<file path="src/rtl/divisor_pkg.sv">
// Shared types and constants for the divisor arbiter slice.
package divisor_pkg;

    // Default operand/result width; must agree with the divisor instance.
    localparam int DIV_SIZE     = 32;
    // Widest operand the divide-by-zero helper can cover.
    localparam int DIV_MAX_SIZE = 64;

    typedef enum logic [1:0] {
        IDLE,
        ISSUE,
        WAIT,
        RESP
    } arb_state_t;

    // Quotient reported for a divide-by-zero request: all ones.
    // Callers keep the low SIZE bits.
    function automatic logic [DIV_MAX_SIZE-1:0] dz_quotient();
        return '1;
    endfunction

endpackage

</file>
<file path="src/rtl/divisor_arbiter_if.sv">
// Bundle of the requester-side and divisor-side signals of the arbiter.
interface divisor_arbiter_if
    import divisor_pkg::*;
#(
    parameter int SIZE  = DIV_SIZE,
    parameter int N_REQ = 4
);
    // requester side
    logic [N_REQ-1:0]      req;
    logic [N_REQ*SIZE-1:0] num_in;
    logic [N_REQ*SIZE-1:0] den_in;
    logic [N_REQ-1:0]      gnt;
    logic [N_REQ-1:0]      resp_valid;
    logic [SIZE-1:0]       resp_coc;
    logic [SIZE-1:0]       resp_res;
    logic                  resp_dz;
    logic                  resp_to;
    logic                  busy;
    // divisor side
    logic                  div_start;
    logic [SIZE-1:0]       div_num;
    logic [SIZE-1:0]       div_den;
    logic [SIZE-1:0]       div_coc;
    logic [SIZE-1:0]       div_res;
    logic                  div_done;

    // arbiter view
    modport slave (
        input  req, num_in, den_in, div_coc, div_res, div_done,
        output gnt, resp_valid, resp_coc, resp_res, resp_dz, resp_to, busy,
               div_start, div_num, div_den
    );

    // clients plus divisor view
    modport master (
        output req, num_in, den_in, div_coc, div_res, div_done,
        input  gnt, resp_valid, resp_coc, resp_res, resp_dz, resp_to, busy,
               div_start, div_num, div_den
    );

endinterface

</file>
<file path="src/rtl/divisor_arbiter_rr_picker.sv">
// Round-robin picker: first set request bit searching upward from ptr+1,
// wrapping around. Purely combinational.
module rr_picker #(
    parameter  int N_REQ = 4,
    localparam int IDX_W = $clog2(N_REQ)
) (
    input  logic [N_REQ-1:0] i_req,
    input  logic [IDX_W-1:0] i_ptr,
    output logic [N_REQ-1:0] o_gnt,
    output logic [IDX_W-1:0] o_idx,
    output logic             o_valid
);

    logic             w_found;
    logic [IDX_W-1:0] w_cand;

    assign o_valid = |i_req;

    // Walk the requesters in rotated order and keep the first hit.
    always_comb begin
        o_gnt   = '0;
        o_idx   = '0;
        w_found = 1'b0;
        w_cand  = '0;
        for (int off = 1; off <= N_REQ; off++) begin
            w_cand = IDX_W'((int'(i_ptr) + off) % N_REQ);
            if (!w_found && i_req[w_cand]) begin
                w_found       = 1'b1;
                o_gnt[w_cand] = 1'b1;
                o_idx         = w_cand;
            end
        end
    end

endmodule

</file>
<file path="src/rtl/divisor_arbiter.sv">
// Shares one divisor between N_REQ requesters: round-robin grant, local
// divide-by-zero handling and a watchdog that turns a stuck divisor into
// an error response.
module divisor_arbiter
    import divisor_pkg::*;
#(
    parameter int SIZE    = DIV_SIZE,
    parameter int N_REQ   = 4,
    parameter int TIMEOUT = 64
) (
    input logic              clk,
    input logic              rst,
    divisor_arbiter_if.slave bus
);

    localparam int IDX_W = $clog2(N_REQ);
    localparam int WD_W  = $clog2(TIMEOUT + 1);
    localparam logic [DIV_MAX_SIZE-1:0] DZ_WIDE = dz_quotient();

    arb_state_t       r_state;
    arb_state_t       w_state_next;
    logic [IDX_W-1:0] r_id;
    logic [IDX_W-1:0] r_ptr;
    logic [SIZE-1:0]  r_num;
    logic [SIZE-1:0]  r_den;
    logic [SIZE-1:0]  r_coc;
    logic [SIZE-1:0]  r_res;
    logic             r_dz;
    logic             r_to;
    logic [WD_W-1:0]  r_wd_cnt;

    logic [SIZE-1:0]  w_num [N_REQ];
    logic [SIZE-1:0]  w_den [N_REQ];
    logic [N_REQ-1:0] w_pick_gnt;
    logic [IDX_W-1:0] w_pick_idx;
    logic             w_pick_valid;
    logic [SIZE-1:0]  w_sel_num;
    logic [SIZE-1:0]  w_sel_den;
    logic [N_REQ-1:0] w_gnt;
    logic [N_REQ-1:0] w_resp_valid;
    logic             w_wd_expired;

    // Unpack per-requester operand slices; decode the response strobe.
    generate
        for (genvar gi = 0; gi < N_REQ; gi++) begin : g_req
            assign w_num[gi]        = bus.num_in[gi*SIZE +: SIZE];
            assign w_den[gi]        = bus.den_in[gi*SIZE +: SIZE];
            assign w_resp_valid[gi] = (r_state == RESP) && (r_id == IDX_W'(gi));
        end
    endgenerate

    rr_picker #(.N_REQ(N_REQ)) u_picker (
        .i_req   (bus.req),
        .i_ptr   (r_ptr),
        .o_gnt   (w_pick_gnt),
        .o_idx   (w_pick_idx),
        .o_valid (w_pick_valid)
    );

    assign w_sel_num    = w_num[w_pick_idx];
    assign w_sel_den    = w_den[w_pick_idx];
    assign w_wd_expired = (r_wd_cnt == WD_W'(TIMEOUT - 1));

    // State register.
    always_ff @(posedge clk or posedge rst) begin
        if (rst) begin
            r_state <= IDLE;
        end else begin
            r_state <= w_state_next;
        end
    end

    // Next-state and grant decode; a zero denominator skips the divisor.
    always_comb begin
        w_state_next = r_state;
        w_gnt        = '0;
        case (r_state)
            IDLE: begin
                if (w_pick_valid) begin
                    w_gnt        = w_pick_gnt;
                    w_state_next = (w_sel_den == '0) ? RESP : ISSUE;
                end
            end
            ISSUE: w_state_next = WAIT;
            WAIT: begin
                if (bus.div_done || w_wd_expired) begin
                    w_state_next = RESP;
                end
            end
            RESP:    w_state_next = IDLE;
            default: w_state_next = IDLE;
        endcase
    end

    // Operand capture, watchdog, result registers and round-robin pointer.
    always_ff @(posedge clk or posedge rst) begin
        if (rst) begin
            r_id     <= '0;
            r_ptr    <= IDX_W'(N_REQ - 1);
            r_num    <= '0;
            r_den    <= '0;
            r_coc    <= '0;
            r_res    <= '0;
            r_dz     <= 1'b0;
            r_to     <= 1'b0;
            r_wd_cnt <= '0;
        end else begin
            case (r_state)
                IDLE: begin
                    if (w_pick_valid) begin
                        r_id  <= w_pick_idx;
                        r_num <= w_sel_num;
                        r_den <= w_sel_den;
                        if (w_sel_den == '0) begin
                            r_coc <= DZ_WIDE[SIZE-1:0];
                            r_res <= w_sel_num;
                            r_dz  <= 1'b1;
                            r_to  <= 1'b0;
                        end
                    end
                end
                ISSUE: r_wd_cnt <= '0;
                WAIT: begin
                    // A done arriving on the expiry cycle still wins.
                    if (bus.div_done) begin
                        r_coc <= bus.div_coc;
                        r_res <= bus.div_res;
                        r_dz  <= 1'b0;
                        r_to  <= 1'b0;
                    end else if (w_wd_expired) begin
                        r_coc <= '0;
                        r_res <= '0;
                        r_dz  <= 1'b0;
                        r_to  <= 1'b1;
                    end else begin
                        r_wd_cnt <= r_wd_cnt + 1'b1;
                    end
                end
                RESP:    r_ptr <= r_id;
                default: ;
            endcase
        end
    end

    assign bus.gnt        = w_gnt;
    assign bus.resp_valid = w_resp_valid;
    assign bus.resp_coc   = r_coc;
    assign bus.resp_res   = r_res;
    assign bus.resp_dz    = r_dz;
    assign bus.resp_to    = r_to;
    assign bus.busy       = (r_state != IDLE);
    assign bus.div_start  = (r_state == ISSUE);
    assign bus.div_num    = r_num;
    assign bus.div_den    = r_den;

endmodule

</file>
<file path="src/flat_wrapper.sv">
// flat-port wrapper written by rule: the top's interface ports become plain ports
module divisor_arbiter_flat import divisor_pkg::*;
#(
    parameter int SIZE    = DIV_SIZE,
    parameter int N_REQ   = 4,
    parameter int TIMEOUT = 64
)
  (clk, rst, bus_req, bus_num_in, bus_den_in, bus_div_coc, bus_div_res, bus_div_done, bus_gnt, bus_resp_valid, bus_resp_coc, bus_resp_res, bus_resp_dz, bus_resp_to, bus_busy, bus_div_start, bus_div_num, bus_div_den);
  divisor_arbiter_if #(.SIZE(SIZE), .N_REQ(N_REQ)) bus_i ();
  input logic clk;
  input logic rst;
  input wire logic [$bits(bus_i.req)-1:0] bus_req;
  input wire logic [$bits(bus_i.num_in)-1:0] bus_num_in;
  input wire logic [$bits(bus_i.den_in)-1:0] bus_den_in;
  input wire logic [$bits(bus_i.div_coc)-1:0] bus_div_coc;
  input wire logic [$bits(bus_i.div_res)-1:0] bus_div_res;
  input wire logic [$bits(bus_i.div_done)-1:0] bus_div_done;
  output wire logic [$bits(bus_i.gnt)-1:0] bus_gnt;
  output wire logic [$bits(bus_i.resp_valid)-1:0] bus_resp_valid;
  output wire logic [$bits(bus_i.resp_coc)-1:0] bus_resp_coc;
  output wire logic [$bits(bus_i.resp_res)-1:0] bus_resp_res;
  output wire logic [$bits(bus_i.resp_dz)-1:0] bus_resp_dz;
  output wire logic [$bits(bus_i.resp_to)-1:0] bus_resp_to;
  output wire logic [$bits(bus_i.busy)-1:0] bus_busy;
  output wire logic [$bits(bus_i.div_start)-1:0] bus_div_start;
  output wire logic [$bits(bus_i.div_num)-1:0] bus_div_num;
  output wire logic [$bits(bus_i.div_den)-1:0] bus_div_den;
  assign bus_i.req = bus_req;
  assign bus_i.num_in = bus_num_in;
  assign bus_i.den_in = bus_den_in;
  assign bus_i.div_coc = bus_div_coc;
  assign bus_i.div_res = bus_div_res;
  assign bus_i.div_done = bus_div_done;
  assign bus_gnt = bus_i.gnt;
  assign bus_resp_valid = bus_i.resp_valid;
  assign bus_resp_coc = bus_i.resp_coc;
  assign bus_resp_res = bus_i.resp_res;
  assign bus_resp_dz = bus_i.resp_dz;
  assign bus_resp_to = bus_i.resp_to;
  assign bus_busy = bus_i.busy;
  assign bus_div_start = bus_i.div_start;
  assign bus_div_num = bus_i.div_num;
  assign bus_div_den = bus_i.div_den;
  divisor_arbiter #(.SIZE(SIZE), .N_REQ(N_REQ), .TIMEOUT(TIMEOUT)) u_core (.clk(clk), .rst(rst), .bus(bus_i));
endmodule
</file>
<file path="config.mk">
export PLATFORM = sky130hd
export DESIGN_NAME = divisor_arbiter_flat
export DESIGN_NICKNAME = d
export VERILOG_FILES = /design/src/rtl/divisor_pkg.sv /design/src/rtl/divisor_arbiter_if.sv /design/src/rtl/divisor_arbiter_rr_picker.sv /design/src/rtl/divisor_arbiter.sv /design/src/flat_wrapper.sv
export SDC_FILE = /design/constraint.sdc
export NUM_CORES = 1
export LEC_CHECK = 0
export ABC_AREA = 1
export CAP_MARGIN = 20
export CELL_PAD_IN_SITES_DETAIL_PLACEMENT = 1
export CELL_PAD_IN_SITES_GLOBAL_PLACEMENT = 2
export CORE_ASPECT_RATIO = 1.75
export CORE_MARGIN = 2
export CORE_UTILIZATION = 20
export CTS_BUF_LIST = sky130_fd_sc_hd__clkbuf_8
export CTS_CLUSTER_DIAMETER = 150
export CTS_CLUSTER_SIZE = 28
export DETAILED_ROUTE_END_ITERATION = 8
export GPL_ROUTABILITY_DRIVEN = 0
export PLACE_DENSITY = 0.82
export SYNTH_ARGS = -nofsm -noshare
export SYNTH_HDL_FRONTEND = slang
export SYNTH_SLANG_ARGS = --single-unit
export TNS_END_PERCENT = 30
</file>
<file path="constraint.sdc">
create_clock -name clk -period 5.7 [get_ports clk]
set_input_delay 1.14 -clock clk [delete_from_list [all_inputs] [get_ports clk]]
set_output_delay 1.14 -clock clk [all_outputs]
set_load 0.01 [all_outputs]
</file>
==> run metrics <==
Yosys cell types=35; # rows=102; number of flops mapped to enable cells by yosys=0; Yosys top cell area share=0.3984; cts-stage hold buffer count=0; synthesis-to-finish area growth=62.11%; # Post-CTS Setup Buffers=0; Total Routing Usage GR=0.1819; final hold vios=0; Synth Cell Area=8857 um^2; largest net degree at the start of global routing=87; Avg Cell Area, Syn=6.920 um^2; asr flop ratio synth=1.000; most common cell type on the critical path=nand2_1; final slew viol count=0; Root Driver=clkbuf_8; Final setup violation count=0; CP max-delay cell=a21oi_4; worst setup path class=in2reg; CTS tree=done; Worst-Margin Slew=862.9 ps; Via Count=10380; register area share after synthesis=0.4043; RSZ-0062 raised after global routing=no; Syn Nets=1620; Final nets=2022; Synth area leader=dfrtp_1; max-cap violations=0; share of cells above drive strength 1=0.04307; Worst-path clk slew=90 ps; Synth Instances=1280; IO Count=467; maximum fanout along the worst path=66; worst min-delay path category=reg2reg; Final ANT Viol Nets=0; dpl hpwl=32450 um; # H-tree levels=4; DIE AREA=46050 um^2; global route overflow=0; Initial Util=0.2012; Critical Path RT=6070 ps; router iterations before antenna repair=5; clock sinks=143; via/cell ratio=4.568; ys flop type=dfrtp_1; Slew headroom=0.4235; Die X-Extent=163.1 um; die span in y=282.4 um; warnings from Yosys=0; Crit path largest cell delay=740 ps; setup_tns=0 ps; drt total wl=42880 um; peak supply drop=0.3556 mV; worst path cell trace=clkdlybuf4s50_1, nand2_1, nand2_1, nand2_1, o21ai_1, nand3_2, a21oi_4, buf_4, nand3_1, nand2_1, nand2_1, nor2_1, nand2_1, nor2_1, nand2_1, nand2_2, nand2_2, buf_4, nand2_1, nand2_1; largest cells by area after synthesis=dfrtp_1 (40%), nand2_1 (22%), nand3_1 (13%); deepest clock path buffer count=2; fin crit period=4613 ps; number of port buffers=466; CTS Buf Count=17; cell area power density=708.5 nW/um^2; fin crit share=0.8092; synthesis-stage register bit count=143; Placeable Area=44030 um^2; CP endpoint kind=register; Remaining DRCs=0; latest clock arrival within the worst-skew pair=480 ps; initial DRC count=406; arrival time worst endpoint=4980 ps; Pleak=0.006208 uW; # resized after CTS=0; global-route wire length before repair=63490 um; Worst setup SP type=primary input; achievable clock frequency=216.8 MHz; run status=completed; Clock Skew=9.334 ps; initial antenna violation count=7; vias in the first global route=10810; WL per Instance=18.86 um; worst hold margin=474.4 ps
-- synth_stat cells, types with 2 or more instances --
library cell / count
dfrtp_1: 141
nor3_1: 3
nand4_1: 2
buf_1: 6
o221ai_1: 2
nand2_2: 6
nor2_1: 21
clkbuf_1: 59
a32o_1: 32
nor4_1: 2
ha_1: 13
a22oi_1: 2
buf_2: 22
nand3b_1: 2
buf_6: 7
a21boi_0: 2
a31oi_1: 2
nor2_2: 2
dfstp_2: 2
a21oi_1: 36
nand2_1: 515
nand3_1: 230
o21ai_0: 113
inv_1: 41
buf_4: 6
inv_2: 2
-- logic make-up after synthesis --
group	count (synthesis)	synth area share
compound gates	192	0.1295
flops	143	0.4043
simple gates	788	0.3749
buf+inv	144	0.07289
fa+ha+maj	13	0.01836
-- layout by cell type (no fill, tap or decap), types with 6 or more instances in the layout --
| master | n |
|---|---|
| nand3_1 | 230 |
| o21ai_0 | 113 |
| diode_2 | 6 |
| a21oi_1 | 35 |
| inv_1 | 39 |
| ha_1 | 12 |
| clkbuf_8 | 18 |
| nand2_1 | 514 |
| a32o_1 | 32 |
| clkdlybuf4s50_1 | 465 |
| dfrtp_1 | 141 |
| buf_4 | 15 |
| nor2_1 | 21 |
-- sequential cells by signal, indices dropped and copies added (netlist names) --
| signal | flops |
|---|---|
| u_core.bus.resp_dz | 1 |
| u_core.bus.div_num | 32 |
| u_core.r_id | 2 |
| u_core.r_ptr | 2 |
| u_core.r_wd_cnt | 7 |
| u_core.bus.div_den | 32 |
| u_core.bus.resp_res | 32 |
| u_core.bus.resp_to | 1 |
| u_core.r_state | 2 |
| u_core.bus.resp_coc | 32 |
-- path summary, 6_finish.rpt --
check / from / endpoint / slack [ps] / depth (start not counted)
min in group asynchronous: rst / u_core.bus.div_num[15] / 1080 / 2
hold / removal: u_core.bus.resp_res[15] / u_core.bus.resp_res[15] / 470 / 2
max in group asynchronous: rst / u_core.bus.resp_coc[19] / 3630 / 3
setup reg to reg: u_core.r_ptr[0] / u_core.bus.resp_res[23] / 1130 / 23
hold reg to reg: u_core.bus.resp_res[15] / u_core.bus.resp_res[15] / 470 / 2
setup / recovery: bus_req[1] / u_core.bus.resp_res[23] / 1090 / 20
-- metal layers --
metal  track usage  vias to the layer above  part of all wire
li1              -                     5044                 -
met1        0.1872                     4931              0.37
met2        0.3450                      347              0.54
met3       0.03930                       60             0.057
met4       0.08691                        2             0.039
met5             0                        -           0.00028
-- power breakdown --
| part | internal (uW) | leakage (uW) | total (uW) | switching [uW] |
|---|---|---|---|---|
| Sequential | 1560 | 0.00174 | 1850 | 291 |
| Combinational | 2740 | 0.00429 | 7520 | 4770 |
| Clock | 327 | 0.000176 | 808 | 481 |
| Total | 4630 | 0.00621 | 10200 | 5540 |
-- final cells by class --
class	count	area [um^2]
clock buffer	18	247.7
inverter	44	175.2
antenna	6	15.01
timing repair buffer	483	4812
fill	5396	29670
sequential	143	3581
tap	572	715.7
multi-input combinational	993	4683
clock inverter	14	128.9
-- stage by stage --
step                      total power, uW    util  cells  cell area (um^2)  setup WS (ps)
after detailed placement             9546  0.3172   2235             13970          502.7
final                               10170  0.3261   2273             14360           1087
after global placement               9377  0.3172   2235             13970          578.3
after floorplan                      6485       -   1280              8857          725.4
after CTS                           10430  0.3258   2267             14340           1032
after global routing                11200  0.3261   2273             14360          663.7
-- critical path, delay by kind of cell --
family,cells,cell delay [ps]
compound gates,2,1010
buf+inv,3,1130
simple gates,15,1620
(Power assumes the default switching activity.)
